===== config.mk =====
export PLATFORM = sky130hd
export DESIGN_NAME = water_inlet_arbiter
export DESIGN_NICKNAME = d
export VERILOG_FILES = /design/src/rtl/water_inlet_arbiter.sv
export SDC_FILE = /design/constraint.sdc
export NUM_CORES = 1
export LEC_CHECK = 0
export BUFFER_PORTS_ARGS = -buffer_cell sky130_fd_sc_hd__buf_4
export CAP_MARGIN = 20
export CORE_UTILIZATION = 51
export DETAILED_ROUTE_END_ITERATION = 12
export MAX_ROUTING_LAYER = met4
export PLACE_DENSITY = 0.83
export SLEW_MARGIN = 10
export SYNTH_ARGS = -nofsm -noshare
export SYNTH_HDL_FRONTEND = slang
export SYNTH_SLANG_ARGS = --single-unit

===== constraint.sdc =====
create_clock -name clk -period 3 [get_ports clk]
set_input_delay 0.6 -clock clk [delete_from_list [all_inputs] [get_ports clk]]
set_output_delay 0.6 -clock clk [all_outputs]
set_load 0.02 [all_outputs]

===== src/rtl/water_inlet_arbiter.sv =====
// Round-robin arbiter granting a shared water inlet valve to one washer at a time,
// with pausable fill timing, abort on request withdrawal and a forced settle gap.
module water_inlet_arbiter #(
    parameter int unsigned N_REQ      = 4,
    parameter int unsigned CNT_W      = 16,
    parameter int unsigned GAP_CYCLES = 2
) (
    input  logic             clk,
    input  logic             rst_n,
    input  logic [N_REQ-1:0] req,
    input  logic [CNT_W-1:0] fill_len,
    input  logic             pause,
    output logic [N_REQ-1:0] grant,
    output logic             valve_open,
    output logic [N_REQ-1:0] fill_done,
    output logic             fill_abort,
    output logic [CNT_W-1:0] fill_cnt,
    output logic             busy
);

    localparam int unsigned      IDX_W    = (N_REQ > 1) ? $clog2(N_REQ) : 1;
    localparam logic [IDX_W-1:0] LAST_IDX = IDX_W'(N_REQ - 1);
    localparam logic [3:0]       GAP_LOAD = 4'(GAP_CYCLES - 1);

    typedef enum logic [1:0] {
        IDLE,
        FILL,
        GAP
    } state_t;

    state_t           state, state_d;
    logic [IDX_W-1:0] owner, owner_d;
    logic [IDX_W-1:0] last_owner, last_owner_d;
    logic [IDX_W-1:0] win_idx, rr_pos;
    logic             win_vld;
    int unsigned      rr_idx;
    logic [CNT_W-1:0] len_q, len_d;
    logic [CNT_W-1:0] fill_cnt_d;
    logic [3:0]       gap_cnt, gap_cnt_d;
    logic [N_REQ-1:0] grant_d, fill_done_d;
    logic             fill_abort_d;

    // Search starts one past the previous owner so every requester gets a turn.
    always_comb begin
        win_vld = 1'b0;
        win_idx = '0;
        rr_idx  = 0;
        rr_pos  = '0;
        for (int unsigned k = 0; k < N_REQ; k++) begin
            rr_idx = (32'(last_owner) + 32'd1 + k) % N_REQ;
            rr_pos = IDX_W'(rr_idx);
            if (!win_vld && req[rr_pos]) begin
                win_vld = 1'b1;
                win_idx = rr_pos;
            end
        end
    end

    always_comb begin
        state_d      = state;
        owner_d      = owner;
        last_owner_d = last_owner;
        len_d        = len_q;
        fill_cnt_d   = fill_cnt;
        gap_cnt_d    = gap_cnt;
        grant_d      = grant;
        fill_done_d  = '0;
        fill_abort_d = 1'b0;
        case (state)
            IDLE: begin
                if (!pause && win_vld) begin
                    state_d    = FILL;
                    owner_d    = win_idx;
                    grant_d    = N_REQ'(1) << win_idx;
                    len_d      = (fill_len == '0) ? CNT_W'(1) : fill_len;
                    fill_cnt_d = '0;
                end
            end
            FILL: begin
                // Withdrawal wins over a coincident completion and ignores pause.
                if (!req[owner]) begin
                    fill_abort_d = 1'b1;
                    state_d      = GAP;
                    grant_d      = '0;
                    last_owner_d = owner;
                    gap_cnt_d    = GAP_LOAD;
                end else if (!pause) begin
                    fill_cnt_d = fill_cnt + CNT_W'(1);
                    if (fill_cnt == len_q - CNT_W'(1)) begin
                        fill_done_d  = N_REQ'(1) << owner;
                        state_d      = GAP;
                        grant_d      = '0;
                        last_owner_d = owner;
                        gap_cnt_d    = GAP_LOAD;
                    end
                end
            end
            GAP: begin
                if (gap_cnt == '0) begin
                    state_d = IDLE;
                end else begin
                    gap_cnt_d = gap_cnt - 4'd1;
                end
            end
            default: state_d = IDLE;
        endcase
    end

    always_ff @(posedge clk or negedge rst_n) begin
        if (!rst_n) begin
            state      <= IDLE;
            owner      <= '0;
            last_owner <= LAST_IDX;
            len_q      <= CNT_W'(1);
            fill_cnt   <= '0;
            gap_cnt    <= '0;
            grant      <= '0;
            fill_done  <= '0;
            fill_abort <= 1'b0;
            busy       <= 1'b0;
        end else begin
            state      <= state_d;
            owner      <= owner_d;
            last_owner <= last_owner_d;
            len_q      <= len_d;
            fill_cnt   <= fill_cnt_d;
            gap_cnt    <= gap_cnt_d;
            grant      <= grant_d;
            fill_done  <= fill_done_d;
            fill_abort <= fill_abort_d;
            busy       <= (state_d != IDLE);
        end
    end

    // Pause closes the valve within the same cycle, not one edge later.
    assign valve_open = (state == FILL) && !pause;

endmodule


== After elaboration in Yosys (flattened, before gate mapping) ==
Cells that the tools add are included.

* Input port bits: 23
* Output and inout port bits: 27
* Flip-flop bits (word level): 52
* Word-level logic and storage cells: 103

* Add/sub/neg operators: 7
* Muxes and demuxes: 48
* Shifts and indexed selects: 2
* Equality and inequality tests: 11
* $lt $le $gt $ge: 5
* Reductions and logical operators: 20

{| class="wikitable"
|+ Operator list
! kind !! number
|-
| $mux 16 || 4
|-
| $mux 4 || 12
|-
| $pmux 16 s2 || 1
|-
| $mux 2 || 12
|-
| $add 16x1->16 const B || 1
|-
| $eq 16x16->1 || 1
|-
| $logic_not 16->1 || 1
|-
| $pmux 4 s2 || 2
|-
| $sub 16x1->16 const B || 1
|-
| $lt 2x3->1 const B || 5
|-
| $reduce_and 4->1 || 3
|-
| $mux 1 || 11
|-
| $bmux 1 s2 || 5
|-
| $ne 2x2->1 const B || 5
|-
| $shl 1x2->4 const A || 2
|-
| $ne 3x3->1 const B || 2
|-
| $pmux 2 s3 || 1
|-
| $reduce_bool 2->1 || 3
|-
| $logic_and 1x1->1 || 5
|-
| $add 2x1->2 const B || 2
|-
| $add 2x2->2 const B || 2
|-
| $logic_not 1->1 || 4
|-
| $logic_not 4->1 || 1
|-
| $sub 4x1->4 const B || 1
|-
| 6 further kinds || 6
|}

== Longest topological paths before layout ==
* Depth after elaboration: 17
* Gate-level depth with buffers: 8
* Depth with buffers taken out: 8

== Worst setup path before layout ==
No wires, ideal clock.

* Path kind: flip-flop to flip-flop
* Start point: register len_q[0]
* End point: register last_owner[0]
* Path buffers: 0
* Clock period less this slack: 2.604 ns
* Setup slack: 0.396 ns
* Stages on the path, launching flop included: 9
* Data required time: 2.915 ns
* Arrival: 2.519 ns
* Library setup time: 0.085 ns
* Cell sequence: dfstp_2 > inv_1 > ha_1 > nor4b_2 > and3_1 > a32o_1 > or4_4 > or4b_1 > o221ai_1

* Word-level cells in the longest chain between the ends: 4

{| class="wikitable"
|+ Ends and longest elaborated chain
! what !! line !! RTL
|-
| from (decl) || 37 || <nowiki>logic [CNT_W-1:0] len_q, len_d;</nowiki>
|-
| from (signal assigned) || 125 || <nowiki>len_q <= len_d;</nowiki>
|-
| $sub 16x1->16 || 89 || <nowiki>if (fill_cnt == len_q - CNT_W'(1)) begin</nowiki>
|-
| $eq 16x16->1 || 89 ||
|-
| $ne 2x1->1 (no line) || n/a ||
|-
| $reduce_and 3->1 (no line) || n/a ||
|-
| to (signal assigned) || 124 || <nowiki>last_owner <= last_owner_d;</nowiki>
|-
| to (decl) || 33 || <nowiki>logic [IDX_W-1:0] last_owner, last_owner_d;</nowiki>
|}

Every way passes these cells.
A chain may end at the register's enable or synchronous reset.

== Worst setup path after layout ==
* Start point: register len_q[0]
* End point: register last_owner[1]

The elaborated chain is that of the path after synthesis.

==> metrics.md <==
| Metric | Value |
|---|---|
| Outcome | `complete, no violations` |
| CTS max path bufs | `2` |
| Routed met2 length | `3640 um` |
| Residual overflow from global routing | `0` |
| Total number of placement rows | `28` |
| Data required, critical path | `3210 ps` |
| Initial core utilization | `52.8%` |
| Nature of the critical path endpoint | `flop` |
| Number of antenna violations at the first check in global routing | `0` |
| Share of final-layout standard cells stronger than drive strength 1 | `24.7%` |
| Count of final setup violators | `0` |
| Clock sink count | `52` |
| Adder-Cell Fraction of Synth Area | `1.21%` |
| Worst reg2reg path depth | `8` |
| Post-synthesis xor/xnor area fraction | `8.18%` |
| Yosys Warn Count | `0` |
| Worst setup SP type | `flop` |
| 1st-iter DRT viols | `155` |
| Number of flops mapped to enable cells by yosys | `0` |
| Total Nets Final | `397` |
| Root buffer cell | `sky130_fd_sc_hd__clkbuf_8` |
| Area occupied by multi-input gates | `0.00172 sq mm` |
| Global-route wire length before repair | `12000 um` |
| # hold bufs at CTS | `0` |
| Via count of the first global-routing pass | `2502` |
| Share of the yosys chip area belonging to registers | `42.0%` |
| Vertical die dimension | `80.1 um` |
| Average wire length per cell after detail routing | `16.2 um` |
| Main combinational cell family by area after synthesis | `simple AND/OR/NAND/NOR gates` |
| FILL cells | `523` |
| Multiplexer share of the synthesized area | `6.20%` |
| Upper clock frequency limit | `354 MHz` |
| Routed Antenna Nets | `0` |
| Post-place setup slack | `204 ps` |
| Slew Viols, Final | `0` |
| RSZ-0062 raised after global routing | `no` |
| Primary flip-flop cell chosen by synthesis mapping | `sky130_fd_sc_hd__dfrtp_1` |
| Maximum cell stage delay along the critical path | `580 ps` |
| Clock transition at the register clock pins on the worst setup and hold paths after CTS | `100 ps` |
| Normalized max-slew margin | `55.8%` |
| Worst Setup Path Type | `reg -> reg` |
| Die Area | `0.00641 sq mm` |
| Post-synth design cell area | `0.00311 sq mm` |
| Power density over the cells | `817 mW/mm^2` |
| Hold_ws | `318 ps` |
| Worst-path cell with the longest stage delay | `sky130_fd_sc_hd__dfstp_2` |
| Max-cap violations | `0` |
| Synth Net Count | `348` |
| Iteration count of the initial detailed-routing pass | `5` |
| # port buffers | `49` |
| Final hold violations | `0` |
| Number of distinct library cells after synthesis | `67` |
| Most frequent cells in the layout | `53 x sky130_fd_sc_hd__buf_4, 49 x sky130_fd_sc_hd__dfrtp_1, 33 x sky130_fd_sc_hd__nand2_1` |
| Total of cells resized after clock tree synthesis | `0` |
| Startpoint of the worst-slack reg-to-reg timing path | `len_q[0]` |
| Worst voltage drop across the vdd grid | `0.465 mV` |
| Final worst path period share | `94.2%` |
| Setup Total Neg Slack | `0 ps` |
| Leading cell type in the layout, fill and taps excluded | `sky130_fd_sc_hd__buf_4` |
| R2r setup slk | `170 ps` |
| Count of mapped cells out of synthesis | `322` |
| Count of state elements after synthesis | `52` |
| Cell leakage power | `1.62 nW` |
| Slew of the pin with the lowest slew margin | `663 ps` |
| Layout Utilization | `62.5%` |
| Core area | `0.00589 sq mm` |
| Clock latency on the worst-skew pair | `310 ps` |
| Overall via count from detail_route | `2656` |
| Sequential cell area | `0.00131 sq mm` |
| Highest metal layer with signal wires | `met4` |
| Hold Path Class | `in -> async` |
| # IOs | `50` |
| Antenna cells | `0` |
| Post-layout power | `0.00301 W` |
| Post CTS Setup Buffer Count | `0` |
| Crit-path cells | `inv_1 > ha_1 > nor4b_2 > and3_1 > a32o_1 > or4_4 > nor4b_4 > o221ai_1` |
| Average cell area after synthesis | `9.65 sq um` |
| Worst endpoint data arrival time | `3040 ps` |
| CTS buffer count | `5` |
| Worst clock skew | `8.40 ps` |
| Area growth from synthesis to final layout | `18.4%` |
| Maximum number of pins on one net before global-route repair | `53` |
| Final routed DRC violation total | `0` |
| Final WL | `7250 um` |
| Global-route usage over all layers | `24.9%` |
| Worst reg2reg endpoint | `last_owner[1]` |
| Crit path setup slack, layout | `175 ps` |
| Metal3 WL | `344 um` |
| Share of synthesized cell area in and, or, nand and nor gates | `26.2%` |
| Maximum fanout encountered on the critical timing path | `7` |
| Share of synthesized flip-flops with an asynchronous set or reset | `100%` |
| Die Span X | `80.1 um` |
| CTS tree | `done` |
| Synthesized-area fraction occupied by ao, oa, aoi and oai cells | `13.3%` |
| Drt via density | `5.94` |
| Routability-driven placement congestion ratio | `0.963` |
| Detailed placement HPWL | `5460 um` |
| Time the worst path needs with I/O delays and setup | `2830 ps` |
| Met1 layer wirelength in the final routing | `3100 um` |
| Number of levels in the clock H-tree | `2` |
[metrics by stage]
stage / std cells / area, sq um
global placement: 439 / 3560
floorplan: 322 / 3110
finish: 447 / 3680
detailed placement: 439 / 3560
CTS: 447 / 3680
global route: 447 / 3680
[routing by layer]
metal | global-route usage (%) | vias to the layer above
li1 | - | 1269
met1 | 30.9 | 1282
met2 | 41.5 | 90
met3 | 3.52 | 15
met4 | 9.29 | 0
met5 | - | -
[final cells by class]
cell class                 instances  share of cell area (%)
clock buffer                       6                    2.24
clock inverter                     2                    1.05
inverter                          10                    1.02
multi-input combinational        249                    46.9
sequential                        52                    35.5
tap                               75                    2.55
timing repair buffer              53                    10.8
[state kept, by name (all words and copies together), names as in the netlist]
register / cells
busy: 1
fill_abort: 1
fill_cnt: 16
fill_done: 4
gap_cnt: 4
grant: 4
last_owner: 2
len_q: 16
owner: 2
state: 2
[cell usage after synthesis (2+ instances only)]
library cell,count,share of area (%)
sky130_fd_sc_hd__nor4_1,11,2.2
sky130_fd_sc_hd__nor2_1,28,3.4
sky130_fd_sc_hd__buf_2,3,0.48
sky130_fd_sc_hd__or4b_1,3,0.97
sky130_fd_sc_hd__xnor2_1,11,3.1
sky130_fd_sc_hd__o21ai_1,4,0.64
sky130_fd_sc_hd__o22a_1,2,0.56
sky130_fd_sc_hd__or4_1,2,0.48
sky130_fd_sc_hd__o21ai_0,16,2.6
sky130_fd_sc_hd__or3_1,6,1.2
sky130_fd_sc_hd__o21a_1,2,0.48
sky130_fd_sc_hd__a21boi_0,3,0.72
sky130_fd_sc_hd__ha_1,3,1.2
sky130_fd_sc_hd__mux2_2,12,4.3
sky130_fd_sc_hd__a21oi_1,16,2.6
sky130_fd_sc_hd__nand3b_1,2,0.48
sky130_fd_sc_hd__nand4_1,6,1.2
sky130_fd_sc_hd__o221ai_1,2,0.56
sky130_fd_sc_hd__nor3_1,7,1.1
sky130_fd_sc_hd__dfstp_2,3,2.5
sky130_fd_sc_hd__o2111ai_1,2,0.56
sky130_fd_sc_hd__nand2b_1,4,0.81
sky130_fd_sc_hd__or4_4,2,0.72
sky130_fd_sc_hd__a211oi_1,2,0.48
sky130_fd_sc_hd__inv_1,9,1.1
sky130_fd_sc_hd__dfrtp_1,49,39
sky130_fd_sc_hd__or3b_1,3,0.85
sky130_fd_sc_hd__nor4b_4,2,1.5
sky130_fd_sc_hd__xor2_1,18,5.1
sky130_fd_sc_hd__nand3_1,7,1.1
sky130_fd_sc_hd__mux2i_1,2,0.64
sky130_fd_sc_hd__nand2_1,33,4.0
sky130_fd_sc_hd__clkbuf_1,6,0.72
sky130_fd_sc_hd__and3_1,6,1.2
sky130_fd_sc_hd__a21o_1,2,0.48
sky130_fd_sc_hd__nor2b_1,2,0.40
[power by group]
group          leakage [nW]  internal [W]  switching (W)
clock network        0.0614      0.000273       0.000244
registers             0.667      0.000919       0.000325
logic                 0.889      0.000570       0.000675
[how the worst max path moves through the flow]
| stage | slack, ps | endpoint | from |
|---|---|---|---|
| floorplan | 400 | last_owner[0] | len_q[0] |
| global placement | 270 | gap_cnt[1] | len_q[0] |
| detailed placement | 200 | gap_cnt[1] | len_q[0] |
| CTS | 170 | last_owner[1] | len_q[0] |
| global route | 80 | last_owner[0] | len_q[0] |
| finish | 170 | last_owner[1] | len_q[0] |
[critical path: cells and delay by family (launching register included)]
family | cells | cell delay [ps]
buffers and inverters | 1 | 50
AND/OR/NAND/NOR | 4 | 1400
AO/OA/AOI/OAI | 2 | 440
adder cells (fa/ha/maj) | 1 | 270
flip-flops | 1 | 580
[cells by family (layout without fill, tap and decap cells)]
| family | count (synthesis) | after routing |
|---|---|---|
| flops | 52 | 52 |
| simple gates | 138 | 138 |
| mux | 16 | 16 |
| compound gates | 63 | 63 |
| fa+ha+maj | 3 | 3 |
| buf+inv | 21 | 71 |
| xor+xnor | 29 | 29 |
No activity file was read; power rests on OpenSTA's default activity.
